[config.mk]
export PLATFORM = sky130hd
export DESIGN_NAME = muldiv_seq_flat
export DESIGN_NICKNAME = d
export VERILOG_FILES = /design/src/rtl/muldiv_seq_if.sv /design/src/rtl/muldiv_seq.sv /design/src/flat_wrapper.sv
export SDC_FILE = /design/constraint.sdc
export NUM_CORES = 1
export LEC_CHECK = 0
export ABC_AREA = 1
export CORE_AREA = 2 2 207 209
export DETAILED_ROUTE_END_ITERATION = 6
export DIE_AREA = 0 0 209 211
export HOLD_SLACK_MARGIN = 0.08
export PLACE_DENSITY = 0.71
export SYNTH_ARGS = -nofsm -noshare
export SYNTH_HDL_FRONTEND = slang
export SYNTH_SLANG_ARGS = --single-unit
export TNS_END_PERCENT = 50
[constraint.sdc]
create_clock -name clk -period 3.7 [get_ports clk]
set_clock_uncertainty 0.05 [all_clocks]
set_input_delay 0.74 -clock clk [delete_from_list [all_inputs] [get_ports clk]]
set_output_delay 0.74 -clock clk [all_outputs]
set_load 0.02 [all_outputs]
[src/rtl/muldiv_seq_if.sv]
// muldiv_seq_if
// Groups the execute-stage request, write-back MTHI/MTLO and decode-stage
// hazard signals exchanged between the pipeline and the HI/LO sequencer.
//   master : pipeline side (drives requests, observes status and HI/LO)
//   slave  : muldiv_seq side
// Signals:
//   start_e, op_e, src_a_e, src_b_e : mul/div request from execute
//   abort                           : kill the in-flight operation
//   mthi_w, mtlo_w, mt_data_w       : MTHI/MTLO write-back
//   hilo_rd_d                       : HI/LO user currently in decode
//   busy, stall_hilo, done, hi, lo  : sequencer status and HI/LO contents
interface muldiv_seq_if #(
    parameter int WIDTH = 32
);
    logic             start_e;
    logic [1:0]       op_e;
    logic [WIDTH-1:0] src_a_e;
    logic [WIDTH-1:0] src_b_e;
    logic             abort;
    logic             mthi_w;
    logic             mtlo_w;
    logic [WIDTH-1:0] mt_data_w;
    logic             hilo_rd_d;
    logic             busy;
    logic             stall_hilo;
    logic             done;
    logic [WIDTH-1:0] hi;
    logic [WIDTH-1:0] lo;

    modport master (
        output start_e, op_e, src_a_e, src_b_e, abort,
        output mthi_w, mtlo_w, mt_data_w, hilo_rd_d,
        input  busy, stall_hilo, done, hi, lo
    );

    modport slave (
        input  start_e, op_e, src_a_e, src_b_e, abort,
        input  mthi_w, mtlo_w, mt_data_w, hilo_rd_d,
        output busy, stall_hilo, done, hi, lo
    );
endinterface

[src/rtl/muldiv_seq.sv]
// muldiv_seq
// Iterative multiply/divide sequencer owning the architectural HI/LO pair.
// MULT/MULTU use 32-step shift-add, DIV/DIVU use 32-step restoring division;
// both iterate on a single shared WIDTH+1-bit adder. Signed operations run
// on magnitudes and the sign is applied in the FIX state.
// Ports:
//   clk : rising-edge clock
//   rst : synchronous active-high reset
//   bus : muldiv_seq_if slave modport (request, MTHI/MTLO, hazard, HI/LO)
module muldiv_seq #(
    parameter int WIDTH = 32
) (
    input logic        clk,
    input logic        rst,
    muldiv_seq_if.slave bus
);
    localparam int CW = $clog2(WIDTH);
    localparam logic [CW-1:0] LAST_STEP = CW'(WIDTH - 1);

    typedef enum logic [1:0] {
        IDLE,
        CALC,
        FIX
    } state_t;

    state_t           state;
    logic [CW-1:0]    count;
    logic             op_div;
    logic             neg_q;
    logic             neg_r;
    logic             div_zero;
    logic [WIDTH-1:0] operand;   // multiplicand or divisor magnitude
    logic [WIDTH-1:0] acc_hi;    // P_hi during multiply, remainder during divide
    logic [WIDTH-1:0] acc_lo;    // multiplier bits / quotient bits
    logic [WIDTH-1:0] hi_q;
    logic [WIDTH-1:0] lo_q;
    logic             done_q;

    logic             is_signed;
    logic             a_neg;
    logic             b_neg;
    logic [WIDTH-1:0] a_abs;
    logic [WIDTH-1:0] b_abs;
    logic [WIDTH:0]   r_shift;
    logic [WIDTH:0]   add_a;
    logic [WIDTH:0]   add_b;
    logic             add_cin;
    logic [WIDTH:0]   sum;
    logic [WIDTH-1:0] step_hi;
    logic [WIDTH-1:0] step_lo;
    logic [2*WIDTH-1:0] prod;
    logic [2*WIDTH-1:0] prod_neg;

    // Operand magnitudes for the start cycle, and one iteration step of the
    // active operation. Divide reuses the adder as a subtractor (~divisor + 1);
    // since the partial remainder stays below the divisor, the shifted value
    // minus the divisor fits WIDTH+1 bits and sum[WIDTH] is a reliable borrow.
    always_comb begin
        is_signed = bus.op_e[0];
        a_neg     = is_signed & bus.src_a_e[WIDTH-1];
        b_neg     = is_signed & bus.src_b_e[WIDTH-1];
        a_abs     = a_neg ? -bus.src_a_e : bus.src_a_e;
        b_abs     = b_neg ? -bus.src_b_e : bus.src_b_e;

        r_shift   = {acc_hi, acc_lo[WIDTH-1]};
        add_a     = {1'b0, acc_hi};
        add_b     = '0;
        add_cin   = 1'b0;
        if (op_div) begin
            add_a   = r_shift;
            add_b   = ~{1'b0, operand};
            add_cin = 1'b1;
        end else if (acc_lo[0]) begin
            add_b   = {1'b0, operand};
        end
        sum = add_a + add_b + {{WIDTH{1'b0}}, add_cin};

        step_hi = sum[WIDTH:1];
        step_lo = {sum[0], acc_lo[WIDTH-1:1]};
        if (op_div) begin
            if (!sum[WIDTH]) begin
                step_hi = sum[WIDTH-1:0];
                step_lo = {acc_lo[WIDTH-2:0], 1'b1};
            end else begin
                step_hi = r_shift[WIDTH-1:0];
                step_lo = {acc_lo[WIDTH-2:0], 1'b0};
            end
        end

        prod     = {acc_hi, acc_lo};
        prod_neg = -prod;
    end

    // Control FSM and datapath registers. abort overrides everything except
    // reset and leaves HI/LO alone; MTHI/MTLO only land in IDLE when no start
    // is being accepted in the same cycle.
    always_ff @(posedge clk) begin
        if (rst) begin
            state    <= IDLE;
            count    <= '0;
            op_div   <= 1'b0;
            neg_q    <= 1'b0;
            neg_r    <= 1'b0;
            div_zero <= 1'b0;
            operand  <= '0;
            acc_hi   <= '0;
            acc_lo   <= '0;
            hi_q     <= '0;
            lo_q     <= '0;
            done_q   <= 1'b0;
        end else begin
            done_q <= 1'b0;
            if (bus.abort) begin
                state <= IDLE;
                count <= '0;
            end else begin
                case (state)
                    IDLE: begin
                        if (bus.start_e) begin
                            op_div <= bus.op_e[1];
                            neg_q  <= a_neg ^ b_neg;
                            neg_r  <= a_neg;
                            count  <= '0;
                            if (bus.op_e[1] && (bus.src_b_e == '0)) begin
                                // Divide by zero bypasses CALC with fixed result
                                div_zero <= 1'b1;
                                operand  <= '0;
                                acc_hi   <= bus.src_a_e;
                                acc_lo   <= '1;
                                state    <= FIX;
                            end else begin
                                div_zero <= 1'b0;
                                acc_hi   <= '0;
                                state    <= CALC;
                                if (bus.op_e[1]) begin
                                    operand <= b_abs;
                                    acc_lo  <= a_abs;
                                end else begin
                                    operand <= a_abs;
                                    acc_lo  <= b_abs;
                                end
                            end
                        end else begin
                            if (bus.mthi_w) begin
                                hi_q <= bus.mt_data_w;
                            end
                            if (bus.mtlo_w) begin
                                lo_q <= bus.mt_data_w;
                            end
                        end
                    end
                    CALC: begin
                        acc_hi <= step_hi;
                        acc_lo <= step_lo;
                        count  <= count + CW'(1);
                        if (count == LAST_STEP) begin
                            state <= FIX;
                        end
                    end
                    FIX: begin
                        if (div_zero) begin
                            hi_q <= acc_hi;
                            lo_q <= acc_lo;
                        end else if (op_div) begin
                            lo_q <= neg_q ? -acc_lo : acc_lo;
                            hi_q <= neg_r ? -acc_hi : acc_hi;
                        end else begin
                            {hi_q, lo_q} <= neg_q ? prod_neg : prod;
                        end
                        done_q <= 1'b1;
                        state  <= IDLE;
                    end
                    default: begin
                        state <= IDLE;
                    end
                endcase
            end
        end
    end

    assign bus.busy       = (state != IDLE);
    assign bus.stall_hilo = bus.busy & bus.hilo_rd_d;
    assign bus.done       = done_q;
    assign bus.hi         = hi_q;
    assign bus.lo         = lo_q;
endmodule

[src/flat_wrapper.sv]
// flat-port wrapper written by rule: the top's interface ports become plain ports
module muldiv_seq_flat 
#(
    parameter int WIDTH = 32
)
  (clk, rst, bus_start_e, bus_op_e, bus_src_a_e, bus_src_b_e, bus_abort, bus_mthi_w, bus_mtlo_w, bus_mt_data_w, bus_hilo_rd_d, bus_busy, bus_stall_hilo, bus_done, bus_hi, bus_lo);
  muldiv_seq_if #(.WIDTH(WIDTH)) bus_i ();
  input logic clk;
  input logic rst;
  input wire logic [$bits(bus_i.start_e)-1:0] bus_start_e;
  input wire logic [$bits(bus_i.op_e)-1:0] bus_op_e;
  input wire logic [$bits(bus_i.src_a_e)-1:0] bus_src_a_e;
  input wire logic [$bits(bus_i.src_b_e)-1:0] bus_src_b_e;
  input wire logic [$bits(bus_i.abort)-1:0] bus_abort;
  input wire logic [$bits(bus_i.mthi_w)-1:0] bus_mthi_w;
  input wire logic [$bits(bus_i.mtlo_w)-1:0] bus_mtlo_w;
  input wire logic [$bits(bus_i.mt_data_w)-1:0] bus_mt_data_w;
  input wire logic [$bits(bus_i.hilo_rd_d)-1:0] bus_hilo_rd_d;
  output wire logic [$bits(bus_i.busy)-1:0] bus_busy;
  output wire logic [$bits(bus_i.stall_hilo)-1:0] bus_stall_hilo;
  output wire logic [$bits(bus_i.done)-1:0] bus_done;
  output wire logic [$bits(bus_i.hi)-1:0] bus_hi;
  output wire logic [$bits(bus_i.lo)-1:0] bus_lo;
  assign bus_i.start_e = bus_start_e;
  assign bus_i.op_e = bus_op_e;
  assign bus_i.src_a_e = bus_src_a_e;
  assign bus_i.src_b_e = bus_src_b_e;
  assign bus_i.abort = bus_abort;
  assign bus_i.mthi_w = bus_mthi_w;
  assign bus_i.mtlo_w = bus_mtlo_w;
  assign bus_i.mt_data_w = bus_mt_data_w;
  assign bus_i.hilo_rd_d = bus_hilo_rd_d;
  assign bus_busy = bus_i.busy;
  assign bus_stall_hilo = bus_i.stall_hilo;
  assign bus_done = bus_i.done;
  assign bus_hi = bus_i.hi;
  assign bus_lo = bus_i.lo;
  muldiv_seq #(.WIDTH(WIDTH)) u_core (.clk(clk), .rst(rst), .bus(bus_i));
endmodule
==> metrics.md <==
| Metric | Value |
|---|---|
| Post-DP HPWL | `55.96 mm` |
| Critical Path Source Type | `register` |
| Hold Path Class | `register to register` |
| Final WS setup | `0.3314 ns` |
| Vias per Instance | `5.595` |
| Slowest CP cell | `dfxtp_4` |
| Register area | `3447 µm²` |
| Reg2reg end | `u_core.acc_hi[5]` |
| Initial core utilization | `0.3982` |
| H-tree lvl count | `4` |
| First DRT Iteration DRCs | `2,889` |
| Initial antenna violation count | `0` |
| Die ar. | `44,100 µm²` |
| Synth Instances | `3,020` |
| Final hold vios | `0` |
| Mux share of post-synthesis cell area | `0.0006020` |
| GRT Overall Usage | `0.3159` |
| Most frequent cells in the layout | `nand2_1, a21oi_1, inv_1, nor2_1, nand3_1` |
| Root buffer cell | `clkbuf_16` |
| Sequential-to-total area share from yosys stat | `0.2071` |
| Hold Path Sink | `u_core.count[4]` |
| CP Cell Sequence | `inv_2 > nand2_1 > nand2_1 > o21ai_0 > fa_1 > inv_1 > fa_1 > nand3_1 > nand3_2 > nand2_1 > nand2_2 > nand2_2 > nand2_2 > nand2_4 > nand2_2 > nand2_2 > nand2_2 > buf_4 > nand2_1 > nand2_1 > nand2_1 > nand2_1 > a21oi_1` |
| CTS Hold Buffers Added | `0` |
| Cell variety after synth | `50` |
| Core Box Area | `41,760 µm²` |
| Area of the multi-input gates | `11,300 µm²` |
| Max Clk Rate | `296.9 MHz` |
| Clk_lat worst skew | `0.47 ns` |
| Critical path data arrival time | `3.63 ns` |
| Via count | `20,560` |
| Quantity of I/O buffers inserted on ports | `171` |
| Vias in the first global route | `18,362` |
| ANT nets after route | `0` |
| Outcome | `finished, final reports clean` |
| R2R cell count | `23` |
| Syn Std Cell Area | `16,630 µm²` |
| Cell mode on critical path | `nand2_1` |
| Leakage Power | `9.056 nW` |
| Rel. slew slack | `0.3908` |
| Register bit total from synthesis | `172` |
| CTS tree | `done` |
| Most common cell after layout, fill and taps aside | `nand2_1` |
| Post-Place Setup Slack | `0.1899 ns` |
| Clock sink total | `172` |
| DRT Pass-1 Iters | `6` |
| Compound-gate portion of the synthesized area | `0.2102` |
| Congestion Overflow GR | `0` |
| Largest net degree at the start of global routing | `80` |
| Setup_tns | `0 ns` |
| Syn avg cell area | `5.506 µm²` |
| Die X | `209 µm` |
| Syn nets | `3,164` |
| Hold Path Stages | `2` |
| Share of layout cells above drive strength 1 | `0.05997` |
| I/O pin count | `172` |
| Filler cells | `4,465` |
| Postcts setup bufs | `0` |
| Num CTS Buffers | `17` |
| Main combinational cell family by area after synthesis | `simple AND/OR/NAND/NOR gates` |
| Final Util | `0.4669` |
| Wire length per cell | `19.34 µm` |
| Min-delay src | `u_core.count[4]` |
| FF-to-FF Start | `u_core.op_div` |
| Synth warn | `0` |
| FP Rows | `75` |
| PostCTS Resize Cnt | `0` |
| Clock period minus worst slack | `3.369 ns` |
| Placer Congestion | `1.043` |
| Setup slack, reg-to-reg | `0.33 ns` |
| Kind of critical path | `register to register` |
| Reg clk slew, reported paths | `0.08 ns` |
| NumNets Final | `3,266` |
| CP Max Fanout | `15` |
| Cell Pwr Density | `306.2 nW/µm²` |
| Slowest cell delay on critical path | `0.41 ns` |
| Max IR drop VDD | `0.0003221 V` |
| Syn-to-layout area delta | `17.26%` |
| Final-report setup violation count | `0` |
| Critical Path End Type | `register` |
| Final worst-path cycle share | `0.9104` |
| Max clock buf depth | `2` |
| Die Y-Extent | `211 µm` |
| CP Data Required Time | `3.96 ns` |
| DRC Markers | `0` |
| RSZ-0062 raised after global routing | `false` |
| Final wirelength | `71.06 mm` |
| Slew Limit Fails | `0` |
| MaxCap Viol Count | `0` |
| Post-synthesis adder-cell area fraction | `0.03025` |
| Slew @ Worst Pin | `0.9138 ns` |
| Xor and xnor area share after synthesis | `0.02897` |
| Post-synthesis simple-gate area fraction | `0.4086` |
| First-pass GRT wire length | `107.5 mm` |
-- power breakdown --
group          switching (W)  internal [W]
Sequential          0.000118       0.00196
Clock               0.000910      0.000957
Combinational        0.00133      0.000689
-- critical path: cells and delay by family (launching register included) --
kind	cells	cell delay, ns
DFF	1	0.41
buffers and inverters	3	0.44
adders and majority gates	2	0.69
AOI/OAI and AO/OA	2	0.18
and+or+nand+nor	16	1.44
-- per-stage QoR --
stage | total power (W) | instances | hold slack [ns] | cell area, µm²
3_3_place_gp | 0.004072 | 3642 | 0.4060 | 18910
3_5_place_dp | 0.004073 | 3642 | 0.4159 | 18910
4_1_cts | 0.005913 | 3674 | 0.4257 | 19490
6_report | 0.005970 | 3675 | 0.4248 | 19500
5_1_grt | 0.006248 | 3674 | 0.4600 | 19490
2_1_floorplan | 0.003340 | 3020 | 0.3934 | 16630
-- metal layers --
metal	track usage	share of wire	vias up
li1	-	-	10020
met2	0.4834	0.43	1081
met5	0	0	-
met3	0.05739	0.10	139
met4	0.1239	0.038	0
met1	0.4391	0.43	9320
-- registers in the layout, indices dropped and copies added, names as in the netlist --
signal,count
u_core.op_div,1
u_core.neg_r,1
u_core.acc_lo,32
u_core.div_zero,1
u_core.bus.lo,32
u_core.bus.hi,32
u_core.bus.done,1
u_core.acc_hi,32
u_core.operand,32
u_core.state,2
u_core.neg_q,1
u_core.count,5
-- cell usage after synthesis, drive strengths merged --
| library cell | count | share of area |
|---|---|---|
| nor4 | 4 | 0.0015 |
| nand2b | 1 | 0.00038 |
| a21o | 2 | 0.00090 |
| o21ai | 247 | 0.075 |
| a21oi | 342 | 0.11 |
| mux2i | 1 | 0.00060 |
| clkbuf | 115 | 0.026 |
| o2111ai | 1 | 0.00053 |
| nand2 | 958 | 0.22 |
| nand3 | 263 | 0.082 |
| o211ai | 27 | 0.012 |
| nor3 | 40 | 0.013 |
| ha | 37 | 0.028 |
| a221oi | 2 | 0.0011 |
| dfxtp | 172 | 0.21 |
| xor2 | 35 | 0.018 |
| and3 | 3 | 0.0011 |
| clkinv | 2 | 0.00045 |
| a211oi | 1 | 0.00045 |
| or2 | 11 | 0.0041 |
| nand3b | 18 | 0.0081 |
| buf | 33 | 0.011 |
| a2111oi | 1 | 0.00053 |
| nor2 | 280 | 0.067 |
| o31ai | 1 | 0.00045 |
| inv | 339 | 0.077 |
| a31oi | 18 | 0.0068 |
| o21a | 8 | 0.0036 |
| xnor2 | 20 | 0.011 |
| nand4 | 30 | 0.011 |
| and3b | 1 | 0.00053 |
| fa | 2 | 0.0024 |
| a211o | 1 | 0.00053 |
| o21bai | 4 | 0.0018 |
-- cells by family after synthesis --
family / count (synthesis)
mux: 1
flops: 172
compound gates: 655
simple gates: 1609
buf+inv: 489
xor+xnor: 55
fa+ha+maj: 39
-- cell type report --
cell class                 count  share of cell area
clock inverter                14            0.007829
multi-input combinational   2359              0.5797
sequential                   172              0.1768
clock buffer                  18             0.02201
tap                          539             0.03459
inverter                     341             0.06578
timing repair buffer         231              0.1131
antenna                        1           0.0001283
-- worst max path at each step --
stage,startpoint,end,cells after the start
floorplan,u_core.op_div,u_core.acc_hi[8],24
global placement,bus_src_b_e[0],u_core.acc_hi[11],14
detailed placement,bus_src_b_e[0],u_core.acc_hi[11],14
CTS,u_core.op_div,u_core.acc_hi[29],23
global route,u_core.op_div,u_core.acc_hi[10],23
finish,u_core.op_div,u_core.acc_hi[5],23
No activity file was read; power rests on OpenSTA's default activity.
